File: config.mk
export PLATFORM = sky130hd
export DESIGN_NAME = t08_mem_bridge_flat
export DESIGN_NICKNAME = d
export VERILOG_FILES = /design/src/rtl/t08_mem_pkg.sv /design/src/rtl/t08_mem_bridge_if.sv /design/src/rtl/t08_lane_align.sv /design/src/rtl/t08_mem_bridge.sv /design/src/flat_wrapper.sv
export SDC_FILE = /design/constraint.sdc
export NUM_CORES = 1
export LEC_CHECK = 0
export ABC_AREA = 1
export CORE_MARGIN = 3
export CORE_UTILIZATION = 25
export CTS_BUF_LIST = sky130_fd_sc_hd__clkbuf_2
export CTS_CLUSTER_DIAMETER = 50
export DETAILED_ROUTE_END_ITERATION = 8
export PLACE_DENSITY = 0.57
export SYNTH_ARGS = -nofsm -noshare
export SYNTH_HDL_FRONTEND = slang
export SYNTH_HIERARCHICAL = 1
export SYNTH_SLANG_ARGS = --single-unit
File: constraint.sdc
create_clock -name clk -period 2.2 [get_ports clk]
set_input_delay 0.44 -clock clk [delete_from_list [all_inputs] [get_ports clk]]
set_output_delay 0.44 -clock clk [all_outputs]
set_load 0.02 [all_outputs]
File: src/rtl/t08_mem_pkg.sv
// Shared types and constants for the t08 memory handler / Wishbone bridge pair.
package t08_mem_pkg;

  typedef enum logic [1:0] {IDLE, BUS, DONE} bridge_state_t;

  typedef enum logic [2:0] {
    SZ_B  = 3'd0,
    SZ_H  = 3'd1,
    SZ_W  = 3'd2,
    SZ_BU = 3'd4,
    SZ_HU = 3'd5
  } size_t;

  // Control fields of an accepted access, held for the whole bus cycle
  typedef struct packed {
    logic       we;
    logic [2:0] size;
    logic [1:0] k;
  } req_ctl_t;

  localparam logic [31:0] I2C_ADDRESS = 32'h0000_8000;

endpackage

File: src/rtl/t08_mem_bridge_if.sv
// Wishbone-classic link between the bridge (master) and the interconnect (slave).
interface t08_mem_bridge_if;
  logic        wb_cyc_o;
  logic        wb_stb_o;
  logic        wb_we_o;
  logic [31:0] wb_adr_o;
  logic [31:0] wb_dat_o;
  logic [3:0]  wb_sel_o;
  logic [31:0] wb_dat_i;
  logic        wb_ack_i;
  logic        wb_err_i;

  modport master (
    output wb_cyc_o, wb_stb_o, wb_we_o, wb_adr_o, wb_dat_o, wb_sel_o,
    input  wb_dat_i, wb_ack_i, wb_err_i
  );

  modport slave (
    input  wb_cyc_o, wb_stb_o, wb_we_o, wb_adr_o, wb_dat_o, wb_sel_o,
    output wb_dat_i, wb_ack_i, wb_err_i
  );
endinterface

File: src/rtl/t08_lane_align.sv
// Byte-lane steering: select/write-data placement, read extraction with extension,
// and alignment check, all from the low address bits and func3 size.
module t08_lane_align
  import t08_mem_pkg::*;
(
  input  logic [1:0]  k,
  input  logic [2:0]  size,
  input  logic [31:0] wdata,
  input  logic [31:0] bus_rdata,
  output logic [3:0]  sel,
  output logic [31:0] wdat,
  output logic [31:0] rdat,
  output logic        misalign
);
  localparam int NUM_LANES = 4;

  logic [NUM_LANES-1:0][7:0] rb;
  logic [NUM_LANES-1:0]      bsel;
  logic [7:0]                byte_l;
  logic [15:0]               half_l;

  assign rb = bus_rdata;

  genvar i;
  generate
    for (i = 0; i < NUM_LANES; i++) begin : g_lane
      assign bsel[i] = (k == i[1:0]);
    end
  endgenerate

  assign byte_l = rb[k];
  assign half_l = k[1] ? bus_rdata[31:16] : bus_rdata[15:0];

  always_comb begin
    sel      = 4'b1111;
    wdat     = wdata;
    rdat     = bus_rdata;
    misalign = (k != 2'b00);
    case (size)
      SZ_B, SZ_BU: begin
        sel      = bsel;
        wdat     = {4{wdata[7:0]}};
        rdat     = (size == SZ_B) ? {{24{byte_l[7]}}, byte_l} : {24'd0, byte_l};
        misalign = 1'b0;
      end
      SZ_H, SZ_HU: begin
        sel      = k[1] ? 4'b1100 : 4'b0011;
        wdat     = {2{wdata[15:0]}};
        rdat     = (size == SZ_H) ? {{16{half_l[15]}}, half_l} : {16'd0, half_l};
        misalign = k[0];
      end
      default: ;
    endcase
  end
endmodule

File: src/rtl/t08_mem_bridge.sv
// Converts single-cycle handler read/write requests into Wishbone-classic cycles,
// returning aligned read data with done/err pulses and an ack timeout.
module t08_mem_bridge
  import t08_mem_pkg::*;
#(
  parameter int          TIMEOUT_CYCLES = 255,
  parameter logic [31:0] ERR_RDATA      = 32'h0000_0000
) (
  input  logic        clk,
  input  logic        nrst,
  input  logic        read_i,
  input  logic        write_i,
  input  logic [31:0] addr_i,
  input  logic [31:0] wdata_i,
  input  logic [2:0]  size_i,
  output logic [31:0] rdata_o,
  output logic        busy_o,
  output logic        done_o,
  output logic        err_o,
  t08_mem_bridge_if.master wb
);
  localparam logic [15:0] TLIM = 16'(TIMEOUT_CYCLES - 1);

  bridge_state_t state;
  req_ctl_t      ctl_q;
  logic [15:0]   tcnt;
  logic          cyc_q, stb_q, we_q;
  logic [31:0]   adr_q, dat_q;
  logic [3:0]    sel_q;

  logic [1:0]  a_k;
  logic [2:0]  a_size;
  logic [3:0]  a_sel;
  logic [31:0] a_wdat, a_rdat;
  logic        a_mis;

  // The aligner looks at the incoming request while idle (placement and alignment
  // check) and at the held access during the bus cycle (read extraction).
  assign a_k    = (state == IDLE) ? addr_i[1:0] : ctl_q.k;
  assign a_size = (state == IDLE) ? size_i      : ctl_q.size;

  t08_lane_align u_align (
    .k         (a_k),
    .size      (a_size),
    .wdata     (wdata_i),
    .bus_rdata (wb.wb_dat_i),
    .sel       (a_sel),
    .wdat      (a_wdat),
    .rdat      (a_rdat),
    .misalign  (a_mis)
  );

  always_ff @(posedge clk or negedge nrst) begin
    if (!nrst) begin
      state   <= IDLE;
      ctl_q   <= '0;
      tcnt    <= '0;
      cyc_q   <= 1'b0;
      stb_q   <= 1'b0;
      we_q    <= 1'b0;
      adr_q   <= '0;
      dat_q   <= '0;
      sel_q   <= '0;
      busy_o  <= 1'b0;
      done_o  <= 1'b0;
      err_o   <= 1'b0;
      rdata_o <= '0;
    end else begin
      done_o <= 1'b0;
      err_o  <= 1'b0;
      case (state)
        IDLE: begin
          if (write_i || read_i) begin
            ctl_q <= '{we: write_i, size: size_i, k: addr_i[1:0]};
            if (a_mis) begin
              state  <= DONE;
              done_o <= 1'b1;
              err_o  <= 1'b1;
            end else begin
              state  <= BUS;
              cyc_q  <= 1'b1;
              stb_q  <= 1'b1;
              busy_o <= 1'b1;
              we_q   <= write_i;
              adr_q  <= {addr_i[31:2], 2'b00};
              dat_q  <= a_wdat;
              sel_q  <= a_sel;
              tcnt   <= '0;
            end
          end
        end
        BUS: begin
          if (wb.wb_err_i || wb.wb_ack_i || tcnt == TLIM) begin
            state  <= DONE;
            cyc_q  <= 1'b0;
            stb_q  <= 1'b0;
            busy_o <= 1'b0;
            done_o <= 1'b1;
            // err beats ack; a timeout is reported like a bus error
            if (wb.wb_err_i || !wb.wb_ack_i) begin
              err_o <= 1'b1;
              if (!ctl_q.we) rdata_o <= ERR_RDATA;
            end else if (!ctl_q.we) begin
              rdata_o <= a_rdat;
            end
          end else begin
            tcnt <= tcnt + 16'd1;
          end
        end
        DONE:    state <= IDLE;
        default: state <= IDLE;
      endcase
    end
  end

  assign wb.wb_cyc_o = cyc_q;
  assign wb.wb_stb_o = stb_q;
  assign wb.wb_we_o  = we_q;
  assign wb.wb_adr_o = adr_q;
  assign wb.wb_dat_o = dat_q;
  assign wb.wb_sel_o = sel_q;
endmodule
File: src/flat_wrapper.sv
// flat-port wrapper written by rule: the top's interface ports become plain ports
module t08_mem_bridge_flat import t08_mem_pkg::*;
#(
  parameter int          TIMEOUT_CYCLES = 255,
  parameter logic [31:0] ERR_RDATA      = 32'h0000_0000
)
  (clk, nrst, read_i, write_i, addr_i, wdata_i, size_i, rdata_o, busy_o, done_o, err_o, wb_wb_cyc_o, wb_wb_stb_o, wb_wb_we_o, wb_wb_adr_o, wb_wb_dat_o, wb_wb_sel_o, wb_wb_dat_i, wb_wb_ack_i, wb_wb_err_i);
  t08_mem_bridge_if wb_i ();
  input  logic clk;
  input  logic nrst;
  input  logic read_i;
  input  logic write_i;
  input  logic [31:0] addr_i;
  input  logic [31:0] wdata_i;
  input  logic [2:0] size_i;
  output logic [31:0] rdata_o;
  output logic busy_o;
  output logic done_o;
  output logic err_o;
  output wire logic [$bits(wb_i.wb_cyc_o)-1:0] wb_wb_cyc_o;
  output wire logic [$bits(wb_i.wb_stb_o)-1:0] wb_wb_stb_o;
  output wire logic [$bits(wb_i.wb_we_o)-1:0] wb_wb_we_o;
  output wire logic [$bits(wb_i.wb_adr_o)-1:0] wb_wb_adr_o;
  output wire logic [$bits(wb_i.wb_dat_o)-1:0] wb_wb_dat_o;
  output wire logic [$bits(wb_i.wb_sel_o)-1:0] wb_wb_sel_o;
  input wire logic [$bits(wb_i.wb_dat_i)-1:0] wb_wb_dat_i;
  input wire logic [$bits(wb_i.wb_ack_i)-1:0] wb_wb_ack_i;
  input wire logic [$bits(wb_i.wb_err_i)-1:0] wb_wb_err_i;
  assign wb_wb_cyc_o = wb_i.wb_cyc_o;
  assign wb_wb_stb_o = wb_i.wb_stb_o;
  assign wb_wb_we_o = wb_i.wb_we_o;
  assign wb_wb_adr_o = wb_i.wb_adr_o;
  assign wb_wb_dat_o = wb_i.wb_dat_o;
  assign wb_wb_sel_o = wb_i.wb_sel_o;
  assign wb_i.wb_dat_i = wb_wb_dat_i;
  assign wb_i.wb_ack_i = wb_wb_ack_i;
  assign wb_i.wb_err_i = wb_wb_err_i;
  t08_mem_bridge #(.TIMEOUT_CYCLES(TIMEOUT_CYCLES), .ERR_RDATA(ERR_RDATA)) u_core (.clk(clk), .nrst(nrst), .read_i(read_i), .write_i(write_i), .addr_i(addr_i), .wdata_i(wdata_i), .size_i(size_i), .rdata_o(rdata_o), .busy_o(busy_o), .done_o(done_o), .err_o(err_o), .wb(wb_i));
endmodule
; Yosys cells after proc, flatten, opt, wreduce, memory -nomap -nowiden
; Cells that the tools add are included.
[word_totals]
out_inout_bits = 106
register_bits = 126
latchBits = 0
n_memories = 0
word_cells = 81
ram_bits = 0
romBits = 0
inputBits = 105
[classes]
shift = 0
n_mul = 0
add_sub_neg = 1
n_reduce_logical = 18
order_cmp = 1
bitwise = 2
eq_ne = 12
muxes = 34
div_mod_pow = 0
[op_table]
columns = cell, n
row1 = 32-bit two-way mux, 5
row2 = 32-bit case mux with 2 select lines, 2
row3 = 16-bit two-way mux, 4
row4 = 16-bit case mux with 2 select lines, 1
row5 = 16-bit by 1-bit adder with 16-bit output (second input constant), 1
row6 = 8-bit binary-select mux with 2-bit select, 1
row7 = 16-bit by 8-bit equality test with 1-bit output (second input constant), 1
row8 = 1-bit two-way mux, 8
row9 = 2-bit two-way mux, 4
row10 = 8-bit two-way mux, 1
row11 = 1-bit case mux with 2 select lines, 4
row12 = 4-bit case mux with 2 select lines, 1
row13 = 4-bit AND reduction, 2
row14 = 3-bit equality test (second input constant), 2
row15 = 2-bit inequality test (second input constant), 3
row16 = 3-bit AND reduction, 2
row17 = 2-bit by 1-bit equality test with 1-bit output (second input constant), 2
row18 = 2-bit equality test (second input constant), 2
row19 = 2-bit zero test, 2
row20 = 1-bit logical OR, 4
row21 = 4-bit two-way mux, 1
row22 = 2-bit case mux with 2 select lines, 1
row23 = 2-bit AND reduction, 2
row24 = 2-bit nonzero test, 2
row25 = 8 further kinds, 10

; Logic depth before layout (Yosys ltp)
; Gate-level depths: netlist (run 1).
[logic_depth]
ltp_word = 8
mapped_depth = 17

; By module
; The synthesis (run 1) kept the hierarchy.
[modules_own_cells]
columns = mod, cells_each, seq_area_each_um2, n_inst, area_per_inst_um2
row1 = t08_mem_bridge, 728, 3153.0, 1, 5795.6
row2 = t08_lane_align, 233, 0.0, 1, 1051.0

; Worst setup path before layout (run 1)
; OpenSTA, ideal clock, no wires.
[synth_path]
kind = register to register
from = register u_core.state[1]
to = register u_core.adr_q[15] (netlist: u_core/wb.wb_adr_o[15])
t_required_ps = 2134
setup_slack_ps = -172
n_path_buf = 4
synth_period_minus_slack_ps = 2372
t_arrival_ps = 2307
path_stages_with_launch = 14
path_cell_list = dfrtp_1 nor2_2 clkbuf_1 nor2_1 a21oi_1 nor2_4 clkbuf_1 a21oi_1 nor2_2 inv_2 buf_4 buf_2 nand2_1 nand2_1
[synth_between]
elab_chain_cells = 7
word_cells_on_any_way = 13
cone_classes = 3 x eq/ne / 3 x mux / 1 x bitwise / 6 x reduce/logical
[synth_lines]
columns = element, line
row1 = "start, declared", t08_mem_bridge.sv:24  ; bridge_state_t state;
row2 = "start signal, assigned", t08_mem_bridge.sv:55  ; state <= IDLE;
row3 = "start signal, assigned", t08_mem_bridge.sv:76  ; state <= DONE;
row4 = "start signal, assigned", t08_mem_bridge.sv:80  ; state <= BUS;
row5 = 2-bit zero test *, t08_mem_bridge.sv:40  ; assign a_size = (state == IDLE) ? size_i : ctl_q.size;
row6 = 3-bit two-way mux *, t08_mem_bridge.sv:40
row7 = named net u_core.a_size[0], t08_mem_bridge.sv:32  ; logic [2:0] a_size;
row8 = "3-bit by 1-bit equality test with 1-bit output, or another cell as far along", t08_lane_align.sv:39  ; case (size)
row9 = 2-bit OR reduction, t08_lane_align.sv:39
row10 = 1-bit case mux with 2 select lines *, t08_lane_align.sv:39
row11 = named net u_core.a_mis, t08_mem_bridge.sv:35  ; logic a_mis;
row12 = 1-bit inverter (no source line) *, n/a
row13 = 3-bit AND reduction (no source line) *, n/a
row14 = "end signal, assigned", t08_mem_bridge.sv:85  ; adr_q <= {addr_i[31:2], 2'b00};
row15 = "end, declared", t08_mem_bridge.sv:28  ; logic [31:0] adr_q, dat_q;
; Mark *: on every way through the listed nets, which the timed path passes. The rest lies on a longest branch.
; A chain may end at the register's enable or synchronous reset.

; Final worst setup path (run 1)
[layout_path]
from = register u_core.state[1]
to = register u_core.rdata_o[7]
[layout_between]
word_cells_on_any_way = 19
cone_classes = 4 x eq/ne / 10 x mux / 5 x reduce/logical
[layout_lines]
columns = element, line
row1 = 2-bit zero test *, t08_mem_bridge.sv:40
row2 = 3-bit two-way mux *, t08_mem_bridge.sv:40
row3 = named net u_core.a_size[0], t08_mem_bridge.sv:32
row4 = "3-bit by 1-bit equality test with 1-bit output, or another cell as far along", t08_lane_align.sv:39
row5 = 2-bit OR reduction, t08_lane_align.sv:39
row6 = 32-bit case mux with 2 select lines *, t08_lane_align.sv:39
row7 = named net u_core.a_rdat[7], t08_mem_bridge.sv:34  ; logic [31:0] a_wdat, a_rdat;
row8 = 32-bit two-way mux *, t08_mem_bridge.sv:103  ; end else if (!ctl_q.we) begin
row9 = 32-bit two-way mux *, t08_mem_bridge.sv:100  ; if (wb.wb_err_i || !wb.wb_ack_i) begin
row10 = "end signal, assigned", t08_mem_bridge.sv:104  ; rdata_o <= a_rdat;
row11 = "end, declared", t08_mem_bridge.sv:16  ; output logic [31:0] rdata_o,
; Mark *: on every way through the listed nets, which the timed path passes. The rest lies on a longest branch. The select of a mux whose other input is x is not followed.

==> run summary, run 1 <==
The peak supply drop was 0.0004301 V. In this design, the largest share of critical-path delay is due to simple AND/OR/NAND/NOR gates. Excluding fillers, the count of instances in the completed layout stands at 1533. The tools report the final weighted congestion of routability-driven global placement as 0.8828. The shortest period the worst path allows came out at 2.114 ns.

The endpoint class of the critical path is a register. The longest clock path from root to sink contains 2 buffers. In this run, flip-flops and latches consume 28.4% of the power. The worst min-delay path class was primary input to asynchronous set/reset pin. The clock reaches the later pin of the worst-skew pair after 0.71 ns.

Clock-pin slew was measured on the worst setup and hold paths at 0.26 ns. Cell-internal power: 6686 µW. For the final hold violation count, the log shows 0.

The leading register cell type out of synthesis is sky130_fd_sc_hd__dfrtp_1. The switching share of total power is 49.03%, and the maximum clock frequency is 0.4729 GHz. For this design the static power due to leakage is 0.005273 µW. The logs give 16610 µm for the HPWL reported at the end of detailed placement and 1496 for the instance count after placement with tap cells included.

The Yosys step of the flow raised 6 warnings. Between clock sinks in the finished design, the worst skew comes to 0.05251 ns. In the finished design, the share of the clock period the worst path needs comes to 96.11%.

After Yosys synthesis, XOR and XNOR cells account for 0.5117% of the synthesized area. The worst hold margin was 0.2049 ns; the top-level I/O count was 211. The via count of the first global-routing pass is 6418, and the power density relative to cell area is 1359 nW/µm². The first global-routing pass estimated 35390 µm of wire.

The slew at the pin with the worst max-slew slack works out to 0.5030 ns. Setup violations remaining at the end of the flow were counted as 0. The region available for standard cell placement spans 26500 µm². The initial cell density of the core is 25.83%, and the final net count is 1291. STA classifies the critical path startpoint as a register. Global routing finished with a remaining overflow of 0. The number of antenna violations at the first check in global routing came out at 1.

Entering global routing, the biggest net connects 50 pins. In this run, synthesis produced a sequential element count of 126. Timing analysis after detailed placement gives a worst setup slack of -0.2019 ns. Measured against the total synthesized area, the mux share comes to 0%.

The synthesized netlist devotes 3.198% of its cell area to compound gates. The area added between synthesis and finish is 41.03%, and the routed via count is 6826. Global routing used 15.12% of the available tracks across all layers.

The mapped netlist covers 6847 µm². Across the run, the number of max-cap violations was 0. The count of unique library cells instantiated by Yosys came out at 31. The type of the setup path with the least slack is register to register. Summed over all layers, the routed wires come to 22490 µm. In this run the core area contains 59 standard-cell rows. Headroom to the max-slew limit came out at 66.47%. The share of total power dissipated in the clock network is 11.9%.

The slowest stage of the critical path is the sky130_fd_sc_hd__dfrtp_1 cell. STA puts the critical path data required time at 2.84 ns. The first routing iteration left 363 violations. The number of buffer cells added on primary ports was 208; the remaining number of nets flagged by the antenna check after routing was 0.

From left edge to right edge, the die measures 171.5 µm. In the synthesized netlist, the number of instances is 961. The first TritonRoute pass finished after 6 iterations. TritonCTS built the clock tree. The simple-gate share of the synthesized area works out to 40.48%.

Across all setup checks in the final design, the least slack found is 0.08553 ns. The arrival time at the worst endpoint came out at 2.76 ns. The share of post-route cells with drive strength above 1 is 10.69%, and the biggest cell delay along the critical path is 0.44 ns.

Net switching power: 6433 µW. The root cell of the clock tree was sky130_fd_sc_hd__clkbuf_2. In this run the worst path has a maximum fanout of 10. A synthesized cell averages 7.124 µm². Per report_power, the combinational group accounts for 59.6% of the total.

The flow ran to the end, and the final reports show no timing, DRC or antenna violations. Setup repair after global routing could not meet its margin everywhere. The mean routed wirelength per cell is 14.67 µm.

The H-tree generated during clock tree synthesis spans 4 levels. The die height was 171.5 µm. After detailed routing, the number of remaining DRC violations is 0.

The register area share after synthesis is 46.05%. The count of buffering cells on the critical path with inverters included was 3; the post-synthesis share of cell area spent on full adders, half adders and majority gates was 0.3655%. For the count of final max-slew check failures, the log shows 0. The tree built by TritonCTS fans out to 126 sinks.

The number of buffers added by the clock tree synthesis step is 17, and the number of synthesized flops with an enable pin is 0. Of all flip-flops after synthesis, the portion carrying an async set or reset was 100.0%. The area of the die was 29410 µm²; the number of vias per cell was 4.453.

Traced cell by cell, the critical path runs through nor2_2, buf_12, nor2_1, a21oi_2, nand2_2, buf_6, nor2_4, nand2_1, nand3_1, inv_1, nor2_1, nand4_1, nand2_1. The combinational family with the most area after synthesis was simple AND/OR/NAND/NOR gates.
## what timing repair did
action / in CTS / in global routing
pin swaps: 0 / 6
endpoints found under the setup margin: 104 / 105
hold endpoints to repair: 88 / 0
setup buffers: 0 / 3
hold buffers: 1 / 0
resized for setup: 104 / 11
## layer usage
| layer | vias up | wire length (µm) | track usage, % |
|---|---|---|---|
| li1 | 3419 | - | - |
| met1 | 3185 | 10120 | 20.41 |
| met2 | 212 | 10530 | 24.38 |
| met3 | 10 | 1734 | 4.803 |
| met4 | 0 | 104 | 2.204 |
| met5 | - | 0 | 0 |
## state kept, by name (all words and copies together), names as in the netlist
register and flops:
u_core/err_o 1, u_core/ctl_q 6, u_core/state 2, u_core/wb.wb_we_o 1, u_core/rdata_o 32, u_core/wb.wb_dat_o 32, u_core/wb.wb_stb_o 1, u_core/done_o 1
u_core/wb.wb_sel_o 4, u_core/tcnt 16, u_core/wb.wb_adr_o 30
## layout by cell type (no fill, tap or decap), types with 4 or more instances in the layout
master and instances:
sky130_fd_sc_hd__nand2_1 459, sky130_fd_sc_hd__nand2_2 17, sky130_fd_sc_hd__nand4_1 36, sky130_fd_sc_hd__clkbuf_2 18, sky130_fd_sc_hd__inv_6 5, sky130_fd_sc_hd__nor2_1 67
sky130_fd_sc_hd__dlygate4sd2_1 104, sky130_fd_sc_hd__clkdlybuf4s50_1 103, sky130_fd_sc_hd__inv_2 9, sky130_fd_sc_hd__inv_1 67, sky130_fd_sc_hd__buf_12 7, sky130_fd_sc_hd__o21ai_0 19
sky130_fd_sc_hd__nor2_4 5, sky130_fd_sc_hd__o211ai_1 9, sky130_fd_sc_hd__a21oi_2 4, sky130_fd_sc_hd__dfrtp_1 126, sky130_fd_sc_hd__buf_4 42, sky130_fd_sc_hd__nand3_1 57
## power groups by stage
stage               clock network, µW  registers [µW]  logic, µW
floorplan                           0            4760       3650
global placement                    0            3810       8300
detailed placement                  0            3820       8350
CTS                              1660            3750       7780
global route                     1750            3850       8690
finish                           1570            3730       7830
## synth_stat cells, types with 4 or more instances
master                     count  area share [%]
sky130_fd_sc_hd__nand2_2      16             1.5
sky130_fd_sc_hd__buf_2        13            0.95
sky130_fd_sc_hd__inv_1        69             3.8
sky130_fd_sc_hd__dfrtp_1     126              46
sky130_fd_sc_hd__nand4_1      36             3.3
sky130_fd_sc_hd__buf_4        20             2.2
sky130_fd_sc_hd__nor2_4        4            0.66
sky130_fd_sc_hd__inv_2         7            0.38
sky130_fd_sc_hd__clkbuf_1     18            0.99
sky130_fd_sc_hd__o211ai_1      9            0.99
sky130_fd_sc_hd__nand2_1     462              25
sky130_fd_sc_hd__buf_6         6            0.99
sky130_fd_sc_hd__a21oi_1       7            0.51
sky130_fd_sc_hd__nand3_1      57             4.2
sky130_fd_sc_hd__o21ai_0      19             1.4
sky130_fd_sc_hd__nor2_1       67             3.7
## cell type report
cell class | count | area (µm²)
Multi-Input combinational cell | 702 | 3103
Timing Repair Buffer | 260 | 2441
Fill cell | 2820 | 16850
Clock buffer | 18 | 90.09
Tap cell | 335 | 419.2
Inverter | 77 | 289.0
Sequential cell | 126 | 3153
Clock inverter | 14 | 157.7
Antenna cell | 1 | 2.502
## path summary, 6_finish.rpt
| path | start | end | slack [ns] | cells after the start |
|---|---|---|---|---|
| worst max register to register | u_core/state[1] | u_core/rdata_o[7] | 0.09 | 13 |
| min in group clk | addr_i[10] | u_core/wb.wb_adr_o[10] | 0.22 | 3 |
| max in group asynchronous | nrst | u_core/rdata_o[25] | 1.30 | 3 |
| worst min register to register | u_core/wb.wb_dat_o[23] | u_core/wb.wb_dat_o[23] | 0.49 | 2 |
| worst max-delay path | u_core/state[1] | u_core/rdata_o[7] | 0.09 | 13 |
| worst min-delay path | nrst | u_core/wb.wb_adr_o[8] | 0.20 | 2 |
## metrics by stage
step,utilization [%],total power (µW),instance area (µm²),setup TNS [ns]
detailed placement,35.73,12170,9470,-13.70
global route,36.43,14280,9656,-0.6833
floorplan,-,8409,6857,0
CTS,36.22,13190,9598,0
global placement,35.73,12110,9470,-12.79
finish,36.43,13120,9656,0
## cells by family (layout without fill, tap and decap cells)
group                    count (synthesis)  in the layout
AO/OA/AOI/OAI                           38             38
XOR/XNOR                                 4              4
adder cells (fa/ha/maj)                  2              2
buffers and inverters                  134            369
flip-flops                             126            126
other                                    1              3
AND/OR/NAND/NOR                        656            656
(Power assumes the default switching activity.)
==> run 2, diff against run 1 <==
HOLD_SLACK_MARGIN = 0.08   (was default)
PLACE_DENSITY = default   (was 0.57)
PLACE_DENSITY_LB_ADDON = 0.08   (was default)
==> run 2 against run 1 <==
Non-clock buffer count up 5. Sequential power about the same. Clock power down 9%. Critical path depth up 1. Worst setup slack better by 0.040 ns. Clock-buffer cell count unchanged. Fmax up 1.9%. Flip-flop and latch count unchanged. Via count down 2.6%. Largest power group unchanged.
==> run summary, run 2 (synthesis results as in run 1) <==
In the layout the commonest cells are sky130_fd_sc_hd__nand2_1, sky130_fd_sc_hd__dfrtp_1, sky130_fd_sc_hd__clkdlybuf4s50_1. The count of final max-slew check failures came out at 0. The routed layout has 6650 vias. The slowest stage of the critical path belongs to the cell sky130_fd_sc_hd__dfrtp_1. After routing the design area is 9733 µm². The wire length on met3 was 1337 µm; the power density relative to cell area was 1358 nW/µm². For the total length of routed wires, the log shows 23240 µm. The biggest cell delay along the critical path was 0.44 ns; the number of H-tree levels was 4. The post-route clock skew came out at 0.04992 ns.

The final hold violation count was 0; the number of buffers added by the clock tree synthesis step was 17. Max capacitance violation total: 0. The count of buffering cells on the critical path with inverters included was 4.

At the end of the flow, the number of nets in the layout was 1296. For the number of iterations in the first detailed-routing pass, the log shows 5. The pin count of the biggest net entering global routing is 47. For the deepest clock path buffer count, the log shows 2. The initial utilization of the core area, before any placement, comes to 25.83%.

For the overall routing resource usage, the log shows 16.05%. The tree is rooted in a sky130_fd_sc_hd__clkbuf_2. The highest layer touched by signal routing is met5.

Grouping stages by cell kind, the critical path spends the most delay in simple AND/OR/NAND/NOR gates. Clock-pin slew was measured on the worst setup and hold paths at 0.25 ns. STA classifies the critical path startpoint as a register.

Setup violations remaining at the end of the flow were counted as 0. Routability-driven placement finished with a final weighted congestion of 0.8495. The flow ran to the end, and the final reports show no timing, DRC or antenna violations. For the remaining number of nets flagged by the antenna check after routing, the log shows 0. The tools report the maximum clock frequency as 0.4821 GHz. The setup path with the least slack is of type register to register. The tools report the first-pass GRT wire length as 37010 µm. Cells with a size suffix above 1 make up 10.98% of the layout. Relative to the synthesized area, the layout overhead comes to 42.16%. In the finished design, the share of the clock period the worst path needs comes to 94.29%. At the worst endpoint, the required time is 2.85 ns. The tools report the endpoint class of the critical path as a register. The worst min-delay path class is primary input to register. TritonCTS built the clock tree. Leaving out fill and tap cells, the most frequent cell in the layout is sky130_fd_sc_hd__nand2_1. The logs give 10860 µm for the routed metal-1 wirelength and 0.0004147 V for the peak supply drop. After detailed routing, the number of vias per cell comes to 4.324. In the detailed route, the total length drawn on met2 is 10920 µm. The die is 171.5 µm tall.

Number of antenna violations at the first check in global routing: 2. The placeable core area is 26500 µm². After the flow finishes, the layout carries non-filler instances totaling 1538.

The area of the die is 29410 µm², and the remaining global-route overflow is 0. Clock tree synthesis found a total of 126 sinks. At the end of the flow the core is filled with cells to 36.73%. The mean routed wirelength per cell is 15.11 µm, and the placement-stage cell area is 9530 µm².

The logs give 1499 for the instance count after placement with tap cells included and 211 for the top-level I/O count. Along the worst path, the maximum fanout reaches 11. After detailed routing, the number of remaining DRC violations is 0. The static leakage is 0.005363 µW, and the shortest period the worst path allows is 2.074 ns.

Walking the worst path, the cells encountered are nor2_2, buf_12, buf_4, a21oi_4, nor2_4, buf_4, nand3_1, nand2_4, nand2_1, nand3_1, inv_1, nor2_1, nand4_1, nand2_1. The number of buffer cells added on primary ports is 208. From left edge to right edge, the die measures 171.5 µm. For the worst setup path, the data arrival time is 2.72 ns. The initialized floorplan defines 59 standard-cell rows.

The power consumption is 13210 µW. The first routing iteration left 277 violations. The HPWL reported at the end of detailed placement is 16980 µm, and the worst-skew pair later-pin latency is 0.70 ns. The tools report the via count of the first global-routing pass as 6632.
-- run 2: cell count changes in the layout (fill, tap and decap cells not counted), sizes merged --
cell	previous run	this run
buf	52	56
bufinv	2	0
clkinv	5	3
clkinvlp	2	4
dlygate4sd2	104	96
dlygate4sd3	1	2
dlymetal6s2s	0	8
inv	82	84
-- run 2: report_power, final --
group | switching (µW) | internal [µW]
registers | 467 | 3230
logic | 5000 | 3080
clock network | 1090 | 344
total | 6550 | 6660
-- run 2: path summary, 6_finish.rpt --
kind / endpoint / depth (start not counted) / from / slack [ns]
worst min register to register: u_core/wb.wb_adr_o[9] / 2 / u_core/wb.wb_adr_o[9] / 0.50
worst min-delay path: u_core/wb.wb_adr_o[16] / 3 / addr_i[16] / 0.24
max in group asynchronous: u_core/wb.wb_adr_o[26] / 4 / nrst / 0.77
worst max-delay path: u_core/rdata_o[2] / 14 / u_core/state[1] / 0.13
min in group asynchronous: u_core/wb.wb_adr_o[19] / 3 / nrst / 0.72
worst max register to register: u_core/rdata_o[2] / 14 / u_core/state[1] / 0.13
-- run 2: layout make-up --
| class | count | area (µm²) |
|---|---|---|
| multi-input cells | 702 | 3113 |
| inverters | 77 | 289.0 |
| clock inverters | 14 | 125.1 |
| flip-flops and latches | 126 | 3153 |
| fillers | 2886 | 16770 |
| clock buffers | 18 | 90.09 |
| repair buffers | 265 | 2541 |
| well taps | 335 | 419.2 |
| diodes | 1 | 2.502 |
-- run 2: metal layers --
metal | GRT usage, % | vias to the layer above
li1 | - | 3430
met4 | 2.449 | 2
met3 | 4.206 | 8
met1 | 21.92 | 3044
met2 | 26.22 | 166
met5 | 0 | -
-- run 2: what timing repair did --
item / 4_1_cts / 5_1_grt
endpoints found under the hold margin: 109 / 10
buffers inserted: 0 / 4
pin swaps: 0 / 3
gates resized for setup: 96 / 18
hold buffers: 1 / 1
endpoints found under the setup margin: 96 / 100
-- run 2: metrics by stage --
stage	hold slack, ns	worst slack (ns)	setup TNS, ns
5_1_grt	0.1021	-0.01243	-0.03248
2_1_floorplan	0.1444	0.02443	0
3_5_place_dp	0.4104	-0.1598	-11.60
4_1_cts	0.1145	0.0006293	0
6_report	0.2434	0.1257	0
3_3_place_gp	0.4105	-0.1704	-9.965
-- run 2: worst reg2reg max path: stages (launching register included) --
cell and delay [ns]:
sky130_fd_sc_hd__dfrtp_1 0.44, sky130_fd_sc_hd__nor2_2 0.16, sky130_fd_sc_hd__buf_12 0.15, sky130_fd_sc_hd__buf_4 0.13, sky130_fd_sc_hd__a21oi_4 0.08, sky130_fd_sc_hd__nor2_4 0.18, sky130_fd_sc_hd__buf_4 0.14, sky130_fd_sc_hd__nand3_1 0.12
sky130_fd_sc_hd__nand2_4 0.15, sky130_fd_sc_hd__nand2_1 0.11, sky130_fd_sc_hd__nand3_1 0.08, sky130_fd_sc_hd__inv_1 0.04, sky130_fd_sc_hd__nor2_1 0.09, sky130_fd_sc_hd__nand4_1 0.10, sky130_fd_sc_hd__nand2_1 0.09
